File: config.mk
export PLATFORM = sky130hd
export DESIGN_NAME = mix_columns_engine_flat
export DESIGN_NICKNAME = d
export VERILOG_FILES = /design/src/rtl/mix_columns_engine_pkg.sv /design/src/rtl/mix_columns_engine_if.sv /design/src/rtl/mix_columns_engine_mix_column_unit.sv /design/src/rtl/mix_columns_engine.sv /design/src/flat_wrapper.sv
export SDC_FILE = /design/constraint.sdc
export NUM_CORES = 1
export LEC_CHECK = 0
export CELL_PAD_IN_SITES_DETAIL_PLACEMENT = 0
export CELL_PAD_IN_SITES_GLOBAL_PLACEMENT = 1
export CORE_MARGIN = 5
export CORE_UTILIZATION = 37
export DETAILED_ROUTE_END_ITERATION = 7
export GPL_ROUTABILITY_DRIVEN = 1
export GPL_TIMING_DRIVEN = 0
export PLACE_DENSITY_LB_ADDON = 0.1
export SETUP_SLACK_MARGIN = 0.02
export SYNTH_ARGS = -nofsm -noshare
export SYNTH_HDL_FRONTEND = slang
export SYNTH_SLANG_ARGS = --single-unit
File: constraint.sdc
create_clock -name clk -period 3.3 [get_ports clk]
set_input_delay 0.66 -clock clk [delete_from_list [all_inputs] [get_ports clk]]
set_output_delay 0.66 -clock clk [all_outputs]
set_load 0.01 [all_outputs]
File: src/rtl/mix_columns_engine_pkg.sv
// Shared types, constants and GF(2^8) helpers for the MixColumns engine.
package mix_columns_engine_pkg;

    localparam int unsigned BYTE_W   = 8;
    localparam int unsigned COL_W    = 32;
    localparam int unsigned STATE_W  = 128;
    localparam int unsigned NUM_COLS = 4;

    localparam logic [BYTE_W-1:0] AES_POLY = 8'h1b;

    typedef logic [COL_W-1:0]   column_t;
    typedef logic [STATE_W-1:0] state_t;

    typedef enum logic [1:0] {
        IDLE = 2'd0,
        BUSY = 2'd1,
        DONE = 2'd2
    } fsm_state_t;

    // Multiply by x in GF(2^8), reducing by the AES polynomial.
    function automatic logic [BYTE_W-1:0] xtime(input logic [BYTE_W-1:0] b);
        return {b[6:0], 1'b0} ^ (b[7] ? AES_POLY : 8'h00);
    endfunction

    // Multiply by one of the MixColumns constants using xtime chains only.
    function automatic logic [BYTE_W-1:0] gmul(input logic [BYTE_W-1:0] b,
                                               input logic [3:0]        k);
        logic [BYTE_W-1:0] x2;
        logic [BYTE_W-1:0] x4;
        logic [BYTE_W-1:0] x8;
        x2 = xtime(b);
        x4 = xtime(x2);
        x8 = xtime(x4);
        case (k)
            4'd2:    return x2;
            4'd3:    return x2 ^ b;
            4'd9:    return x8 ^ b;
            4'd11:   return x8 ^ x2 ^ b;
            4'd13:   return x8 ^ x4 ^ b;
            4'd14:   return x8 ^ x4 ^ x2;
            default: return b;
        endcase
    endfunction

endpackage

File: src/rtl/mix_columns_engine_if.sv
// Block handshake bundle: input block channel and result channel.
interface mix_columns_engine_if;
    import mix_columns_engine_pkg::*;

    logic   in_valid;
    logic   in_ready;
    logic   in_inv;
    state_t in_state;
    logic   out_valid;
    logic   out_ready;
    state_t out_state;

    modport master (
        output in_valid, in_inv, in_state, out_ready,
        input  in_ready, out_valid, out_state
    );

    modport slave (
        input  in_valid, in_inv, in_state, out_ready,
        output in_ready, out_valid, out_state
    );

endinterface

File: src/rtl/mix_columns_engine_mix_column_unit.sv
// Single-column MixColumns / InvMixColumns, purely combinational.
module mix_column_unit
    import mix_columns_engine_pkg::*;
(
    input  column_t column,
    input  logic    inv,
    output column_t mixed_c
);

    logic [BYTE_W-1:0] a [NUM_COLS];

    // Split the column word into rows; row 0 sits in the MSB.
    always_comb begin
        for (int r = 0; r < 4; r++) begin
            a[r] = column[31-8*r -: 8];
        end
    end

    // Each output row is the circulant matrix row rotated by the row index.
    always_comb begin
        logic [BYTE_W-1:0] fwd_b;
        logic [BYTE_W-1:0] inv_b;
        mixed_c = '0;
        fwd_b   = '0;
        inv_b   = '0;
        for (int r = 0; r < 4; r++) begin
            fwd_b = gmul(a[r], 4'd2) ^ gmul(a[(r+1)%4], 4'd3)
                  ^ a[(r+2)%4] ^ a[(r+3)%4];
            inv_b = gmul(a[r], 4'd14) ^ gmul(a[(r+1)%4], 4'd11)
                  ^ gmul(a[(r+2)%4], 4'd13) ^ gmul(a[(r+3)%4], 4'd9);
            mixed_c[31-8*r -: 8] = inv ? inv_b : fwd_b;
        end
    end

endmodule

File: src/rtl/mix_columns_engine.sv
// Iterative MixColumns / InvMixColumns over a 128-bit state, LANES columns per cycle.
module mix_columns_engine
    import mix_columns_engine_pkg::*;
#(
    parameter int unsigned LANES  = 1,
    parameter bit          INV_EN = 1'b1
)(
    input  logic                 clk,
    input  logic                 rst_n,
    mix_columns_engine_if.slave  bus
);

    localparam int unsigned IDX_W = 2;

    if (!(LANES == 1 || LANES == 2 || LANES == 4)) begin : g_bad_lanes
        $error("mix_columns_engine: LANES must be 1, 2 or 4");
    end

    fsm_state_t        fsm_q;
    state_t            work_q;
    state_t            work_mixed;
    logic [IDX_W-1:0]  col_idx_q;
    logic              inv_q;
    logic              out_valid_q;
    state_t            out_state_q;
    logic              lane_inv;

    logic [IDX_W-1:0]  lane_idx [LANES];
    column_t           lane_in  [LANES];
    column_t           lane_out [LANES];

    // Inverse logic collapses away when the mode is not supported.
    assign lane_inv = INV_EN & inv_q;

    // Lane l works on column col_idx+l; col_idx is always a multiple of LANES.
    for (genvar l = 0; l < LANES; l++) begin : g_lane
        assign lane_idx[l] = col_idx_q + IDX_W'(l);
        assign lane_in[l]  = work_q[{~lane_idx[l], 5'd0} +: COL_W];

        mix_column_unit u_unit (
            .column  (lane_in[l]),
            .inv     (lane_inv),
            .mixed_c (lane_out[l])
        );
    end

    // Working register with the active columns replaced in place.
    always_comb begin
        work_mixed = work_q;
        for (int l = 0; l < LANES; l++) begin
            work_mixed[{~lane_idx[l], 5'd0} +: COL_W] = lane_out[l];
        end
    end

    // Control FSM, working register and registered result channel.
    always_ff @(posedge clk or negedge rst_n) begin
        if (!rst_n) begin
            fsm_q       <= IDLE;
            work_q      <= '0;
            col_idx_q   <= '0;
            inv_q       <= 1'b0;
            out_valid_q <= 1'b0;
            out_state_q <= '0;
        end else begin
            case (fsm_q)
                IDLE: begin
                    if (bus.in_valid) begin
                        work_q    <= bus.in_state;
                        inv_q     <= bus.in_inv & INV_EN;
                        col_idx_q <= '0;
                        fsm_q     <= BUSY;
                    end
                end
                BUSY: begin
                    work_q    <= work_mixed;
                    col_idx_q <= col_idx_q + IDX_W'(LANES);
                    if (col_idx_q == IDX_W'(NUM_COLS - LANES)) begin
                        fsm_q       <= DONE;
                        out_valid_q <= 1'b1;
                        out_state_q <= work_mixed;
                    end
                end
                DONE: begin
                    if (bus.out_ready) begin
                        out_valid_q <= 1'b0;
                        if (bus.in_valid) begin
                            work_q    <= bus.in_state;
                            inv_q     <= bus.in_inv & INV_EN;
                            col_idx_q <= '0;
                            fsm_q     <= BUSY;
                        end else begin
                            fsm_q <= IDLE;
                        end
                    end
                end
                default: begin
                    fsm_q       <= IDLE;
                    out_valid_q <= 1'b0;
                end
            endcase
        end
    end

    // A result leaving DONE frees the engine on the same edge.
    assign bus.in_ready  = (fsm_q == IDLE) | ((fsm_q == DONE) & bus.out_ready);
    assign bus.out_valid = out_valid_q;
    assign bus.out_state = out_state_q;

endmodule
File: src/flat_wrapper.sv
// flat-port wrapper written by rule: the top's interface ports become plain ports
module mix_columns_engine_flat import mix_columns_engine_pkg::*;
#(
    parameter int unsigned LANES  = 1,
    parameter bit          INV_EN = 1'b1
)
  (clk, rst_n, bus_in_valid, bus_in_inv, bus_in_state, bus_out_ready, bus_in_ready, bus_out_valid, bus_out_state);
  mix_columns_engine_if bus_i ();
  input  logic clk;
  input  logic rst_n;
  input wire logic [$bits(bus_i.in_valid)-1:0] bus_in_valid;
  input wire logic [$bits(bus_i.in_inv)-1:0] bus_in_inv;
  input wire logic [$bits(bus_i.in_state)-1:0] bus_in_state;
  input wire logic [$bits(bus_i.out_ready)-1:0] bus_out_ready;
  output wire logic [$bits(bus_i.in_ready)-1:0] bus_in_ready;
  output wire logic [$bits(bus_i.out_valid)-1:0] bus_out_valid;
  output wire logic [$bits(bus_i.out_state)-1:0] bus_out_state;
  assign bus_i.in_valid = bus_in_valid;
  assign bus_i.in_inv = bus_in_inv;
  assign bus_i.in_state = bus_in_state;
  assign bus_i.out_ready = bus_out_ready;
  assign bus_in_ready = bus_i.in_ready;
  assign bus_out_valid = bus_i.out_valid;
  assign bus_out_state = bus_i.out_state;
  mix_columns_engine #(.LANES(LANES), .INV_EN(INV_EN)) u_core (.clk(clk), .rst_n(rst_n), .bus(bus_i));
endmodule
==> results of run 1 <==
metal layers:
metal | global-route usage, % | vias to the layer above | share of wire, %
met1 | 41.0 | 6667 | 40
met2 | 49.0 | 714 | 47
met4 | 11.8 | 0 | 4.4
met3 | 5.41 | 124 | 8.3
met5 | 0 | - | 0
li1 | - | 5654 | -
final cells by class:
type	instances	area (sq um)
clock buffer	47	886
sequential	262	6560
inverter	5	18.8
clock inverter	8	96.3
timing repair buffer	381	3890
buffer	106	657
fill	3458	17100
multi-input combinational	979	8620
tap	518	648
layout by cell type (no fill, tap or decap), types with 46 or more instances in the layout:
cell type        synthesis  routed
nand2_1                210     200
o21ai_0                107      69
nand3b_1                76      76
xnor2_4                  5      46
buf_4                    1      73
a22oi_1                124     124
a21oi_1                 65      58
dfrtp_1                262     262
clkdlybuf4s50_1          0     261
xnor2_1                119      70
clkbuf_1                87      81
how the worst min path moves through the flow:
stage                              startpoint                         to  slack [ns]  cells after the start
detailed placement   u_core.bus.out_state[94]   u_core.bus.out_state[94]        0.46                      2
finish              u_core.bus.out_state[110]  u_core.bus.out_state[110]        0.46                      2
global route         u_core.bus.out_state[94]   u_core.bus.out_state[94]        0.48                      2
CTS                  u_core.bus.out_state[94]   u_core.bus.out_state[94]        0.47                      2
global placement    u_core.bus.out_state[105]  u_core.bus.out_state[105]        0.45                      2
floorplan                               rst_n    u_core.bus.out_state[0]        0.36                      0
through the flow:
stage | util, % | setup TNS (ns) | std cells | setup WS [ns] | hold WS [ns]
finish | 55.5 | -2.04 | 2306 | -0.133 | 0.462
global route | 55.5 | -7.66 | 2306 | -0.176 | 0.477
CTS | 53.0 | -1.88 | 2265 | -0.116 | 0.468
detailed placement | 45.9 | -100.33 | 2142 | -1.09 | 0.455
global placement | 45.7 | -2827.66 | 2140 | -10.38 | 0.453
floorplan | - | 0 | 1360 | 0.129 | 0.364
worst max-delay path, stage by stage, from the launching register on:
cell       delay, ns
dfrtp_1         0.41
buf_6           0.17
clkbuf_16       0.20
buf_16          0.18
buf_12          0.16
inv_1           0.11
ha_1            0.44
or3_1           0.15
clkbuf_1        0.54
buf_2           0.51
a2bb2oi_1       0.27
o21ai_0         0.11
flip-flops by register name, indices dropped and copies added, names as in the netlist:
name	count
u_core.bus.out_state	128
u_core.work_q	128
u_core.bus.out_valid	1
u_core.inv_q	1
u_core.col_idx_q	2
u_core.fsm_q	2
kinds of logic (layout without fill, tap and decap cells):
family / Yosys count / after routing / synth area share [%]
and+or+nand+nor: 360 / 360 / 12.2
AOI/OAI and AO/OA: 384 / 384 / 16.6
muxes: 38 / 38 / 5.59
DFF: 262 / 262 / 45.8
adders and majority gates: 5 / 5 / 0.437
buffers and inverters: 119 / 547 / 3.91
xor gates and xnor gates: 192 / 192 / 15.5
what timing repair did:
item	4_1_cts	5_1_grt
hold buffers	1	0
cloned	1	0
hold endpoints to repair	41	0
buffers inserted	71	48
gates resized for setup	187	136
endpoints found under the setup margin	214	172
pin swaps	99	63
==> results_dict.tcl, run 1 <==
set metrics [dict create \
    status "finished with violations" \
    violations "negative setup slack" \
    netlist.area_leader.share_pct 45.8 \
    synth_edf_count 0 \
    crit_path_max_fanout 10 \
    totalWireLength_um 66900 \
    place_area_sq_mm 0.0177 \
    synthCells 1360 \
    synth.area.top_cells "dfrtp_1 46%, xnor2_1 7.3%, a22oi_1 6.5%, nand2_1 5.5%, mux4_2 4.9%" \
    drt_drc_violations_left 0 \
    hold_violations 0 \
    cp-start-kind "flip-flop" \
    syn_nets 1498 \
    first_pass_iters 7 \
    crit_path_end "u_core.bus.out_state[31]" \
    io_buffers 262 \
    syn_avg_cell_area_sq_um 10.5 \
    vias_per_cell 5.71 \
    synth-warning-count 0 \
    clkTransAtPathRegs_ns 0.06 \
    die_h_um 207 \
    root_buffer "clkbuf_16" \
    clkLatencyLatePin_ns 0.59 \
    wl_per_cell_um 29.0 \
    grt_overflow 0 \
    dieArea_sq_mm 0.0427 \
    worstSetupPathType "flip-flop to flip-flop" \
    clk_path_buf_depth 3 \
    cts_tree "built" \
    worst_pin_slew_ns 1.23 \
    grtUsageTotal_pct 30.3 \
    die_w_um 207 \
    startpoint "u_core.col_idx_q[1]" \
    yosys.area.top_type "dfrtp_1" \
    synth_commonest_cells "262 x dfrtp_1, 210 x nand2_1, 124 x a22oi_1" \
    synth-seq-area-share_pct 45.8 \
    yosys.cell_count.top_type "dfrtp_1" \
    finalMaxSlewViolations 0 \
    start_util_pct 37.2 \
    row_count 72 \
    hp-class "flip-flop to flip-flop" \
    finalCriticalPeriod_ns 3.43 \
    r2r-end "u_core.bus.out_state[31]" \
    cts-htree-levels 1 \
    rsz0062_at_grt "true" \
    grt_pass1_wl_um 93200 \
    drtIter0Drc 1289 \
    core_area_sq_mm 0.0385 \
    dp_hpwl_um 49800 \
    grt_antenna_before_repair 1 \
    ys_ff_latch 262 \
    final_nets 1904 \
    period_share_pct 104 \
    first_global_vias 13000 \
    synth_cell_types 56 \
    num_vias 13200 \
    cts_buffers 31 \
    n_antenna_cell 0 \
    io_pins 263 \
    setup_slack_ns -0.133 \
    fin_skew_ns 0.0129 \
    required_ns 3.75 \
    synth_area_sq_mm 0.0143 \
    end_kind "flip-flop" \
    ys.flop_type "dfrtp_1" \
    gp_congestion 0.984 \
    setup_viol 55 \
    maxCapViolations 0 \
    area_delta_synth_final_pct 49.2 \
    r2r_start "u_core.col_idx_q[1]" \
    worst_ep_arrival_time_ns 3.88 \
    worst-r2r-cell-count 11 \
    stdcell_area_sq_mm 0.0214 \
    synth_async_sr_flop_share_pct 100 \
    clock_sinks 262 \
    drtAntennaViolNets 0 \
    rrSetupSlack_ns -0.13 \
    grt_max_degree 117 \
    max_freq_mhz 291 \
    layout-drive-gt1-share_pct 23.1 \
    slew_headroom_pct 18.0 \
]
Power of run 1 is left out: the tool's default activity adds up to more than one toggle a clock period on the data nets, which glitch-free logic cannot reach.
==> run 2: changes to the inputs <==
--- a/config.mk
+++ b/config.mk
@@ -5,6 +5,7 @@
 export SDC_FILE = /design/constraint.sdc
 export NUM_CORES = 1
 export LEC_CHECK = 0
+export CAP_MARGIN = 10
 export CELL_PAD_IN_SITES_DETAIL_PLACEMENT = 0
 export CELL_PAD_IN_SITES_GLOBAL_PLACEMENT = 1
 export CORE_MARGIN = 5
@@ -14,6 +15,7 @@
 export GPL_TIMING_DRIVEN = 0
 export PLACE_DENSITY_LB_ADDON = 0.1
 export SETUP_SLACK_MARGIN = 0.02
+export SLEW_MARGIN = 20
 export SYNTH_ARGS = -nofsm -noshare
 export SYNTH_HDL_FRONTEND = slang
 export SYNTH_SLANG_ARGS = --single-unit
==> run 2 against run 1 <==
  * The run still ends with negative setup slack left
  * Final cell count is 0.17% lower
  * Non-clock buffer count is 1 higher
  * Core utilization is 0.58 points lower
  * Wire length is 0.97% lower
  * Global-route usage is 0.37 points lower
  * Via count is 0.64% lower
  * Largest cell class unchanged
  * Highest routed layer unchanged
==> results_dict.tcl, run 2 (synthesized netlist as in run 1, its figures left out) <==
set metrics [dict create \
    io_buffers 262 \
    drt_drc_violations_left 0 \
    core_area_sq_mm 0.0385 \
    slew_headroom_pct 17.9 \
    status "finished with violations" \
    setup_slack_ns -0.0789 \
    finalCriticalPeriod_ns 3.38 \
    worstHoldStart "u_core.bus.out_state[74]" \
    vias_per_cell 5.68 \
    worst_pin_slew_ns 1.23 \
    layout-drive-gt1-share_pct 22.6 \
    end_kind "flip-flop" \
    grt_antenna_before_repair 1 \
    grtUsageTotal_pct 30.0 \
    die_w_um 207 \
    clkLatencyLatePin_ns 0.58 \
    final_cell_mix "262 x dfrtp_1, 261 x clkdlybuf4s50_1, 200 x nand2_1" \
    row_count 72 \
    required_ns 3.74 \
    crit_path_max_fanout 10 \
    worstSetupPathType "flip-flop to flip-flop" \
    area_delta_synth_final_pct 47.7 \
    final_nets 1904 \
    startpoint "u_core.col_idx_q[1]" \
    clkTransAtPathRegs_ns 0.06 \
    clk_path_buf_depth 3 \
    start_util_pct 37.2 \
    violations "negative setup slack" \
    fin_skew_ns 0.0203 \
    drtIter0Drc 1168 \
    cts_tree "built" \
    grt_max_degree 75 \
    first_pass_iters 6 \
    wl_per_cell_um 28.8 \
    grt_overflow 0 \
    die_h_um 207 \
    setup_viol 36 \
    hp-class "flip-flop to flip-flop" \
    first_global_vias 12800 \
    root_buffer "clkbuf_16" \
    tns_ns -1.19 \
    io_pins 263 \
    cts_buffers 30 \
    hold_violations 0 \
    n_antenna_cell 0 \
    place_area_sq_mm 0.0177 \
    maxCapViolations 0 \
    rsz0062_at_grt "true" \
    dp_hpwl_um 50200 \
    worst_ep_arrival_time_ns 3.82 \
    grt_pass1_wl_um 91800 \
    period_share_pct 102 \
    dieArea_sq_mm 0.0427 \
    stdcell_area_sq_mm 0.0211 \
    cts-htree-levels 1 \
    mostFrequentLayoutCell "dfrtp_1" \
    clock_sinks 262 \
    num_vias 13100 \
    max_freq_mhz 296 \
    gp_congestion 0.984 \
    drtAntennaViolNets 0 \
    fillerInstances 3501 \
    finalMaxSlewViolations 0 \
    cp-start-kind "flip-flop" \
    r2r_start "u_core.col_idx_q[1]" \
    totalWireLength_um 66200 \
]
run 2: what timing repair did:
item / CTS / global route
buffers inserted: 67 / 49
gates resized for setup: 138 / 147
setup endpoints to repair: 214 / 179
pin swaps: 68 / 83
hold endpoints to repair: 11 / 0
hold buffers: 1 / 0
run 2: through the flow:
step,hold slack (ns),cells,setup slack [ns],utilization [%]
after floorplan,0.364,1360,0.129,-
after global placement,0.453,2140,-10.38,45.7
after detailed placement,0.455,2144,-1.07,46.0
after CTS,0.469,2254,-0.0876,52.2
after global routing,0.477,2302,-0.153,55.0
final,0.463,2302,-0.0789,55.0
run 2: per-layer routing:
| layer | vias up | GRT usage (%) | share of wire, % |
|---|---|---|---|
| met4 | 0 | 13.6 | 5.5 |
| met2 | 722 | 47.2 | 46 |
| met3 | 160 | 7.20 | 8.9 |
| met5 | - | 0 | 0 |
| li1 | 5653 | - | - |
| met1 | 6540 | 39.4 | 40 |
run 2: final timing paths:
kind,to,slack [ns],cells past startpoint
max reg2reg,u_core.bus.out_state[12],-0.08,14
min in group asynchronous,u_core.bus.out_state[41],0.58,2
max,u_core.bus.out_state[12],-0.08,14
min,u_core.bus.out_state[74],0.46,2
max in group asynchronous,u_core.bus.out_state[88],1.59,4
min reg2reg,u_core.bus.out_state[74],0.46,2
run 2: critical path, cell delays in order (launching register included):
cell and delay (ns):
dfrtp_1 0.36, buf_6 0.16, clkbuf_16 0.20, buf_12 0.19, buf_8 0.18, mux4_2 0.47, buf_12 0.20, xnor2_4 0.23
xor2_2 0.20, xnor2_2 0.16, xnor2_1 0.16, nand2_2 0.22, xnor2_4 0.25, buf_12 0.15, o22ai_2 0.08
run 2: cell type report:
class | count | area, sq um | share of cell area [%]
plain buffers | 106 | 632 | 2.99
clock buffers | 38 | 811 | 3.83
clock inverters | 12 | 114 | 0.538
inverters | 5 | 18.8 | 0.0888
multi-input cells | 979 | 8460 | 40.0
flip-flops and latches | 262 | 6560 | 31.0
well taps | 518 | 648 | 3.07
repair buffers | 382 | 3910 | 18.5
Power of run 2 is left out for the same reason.
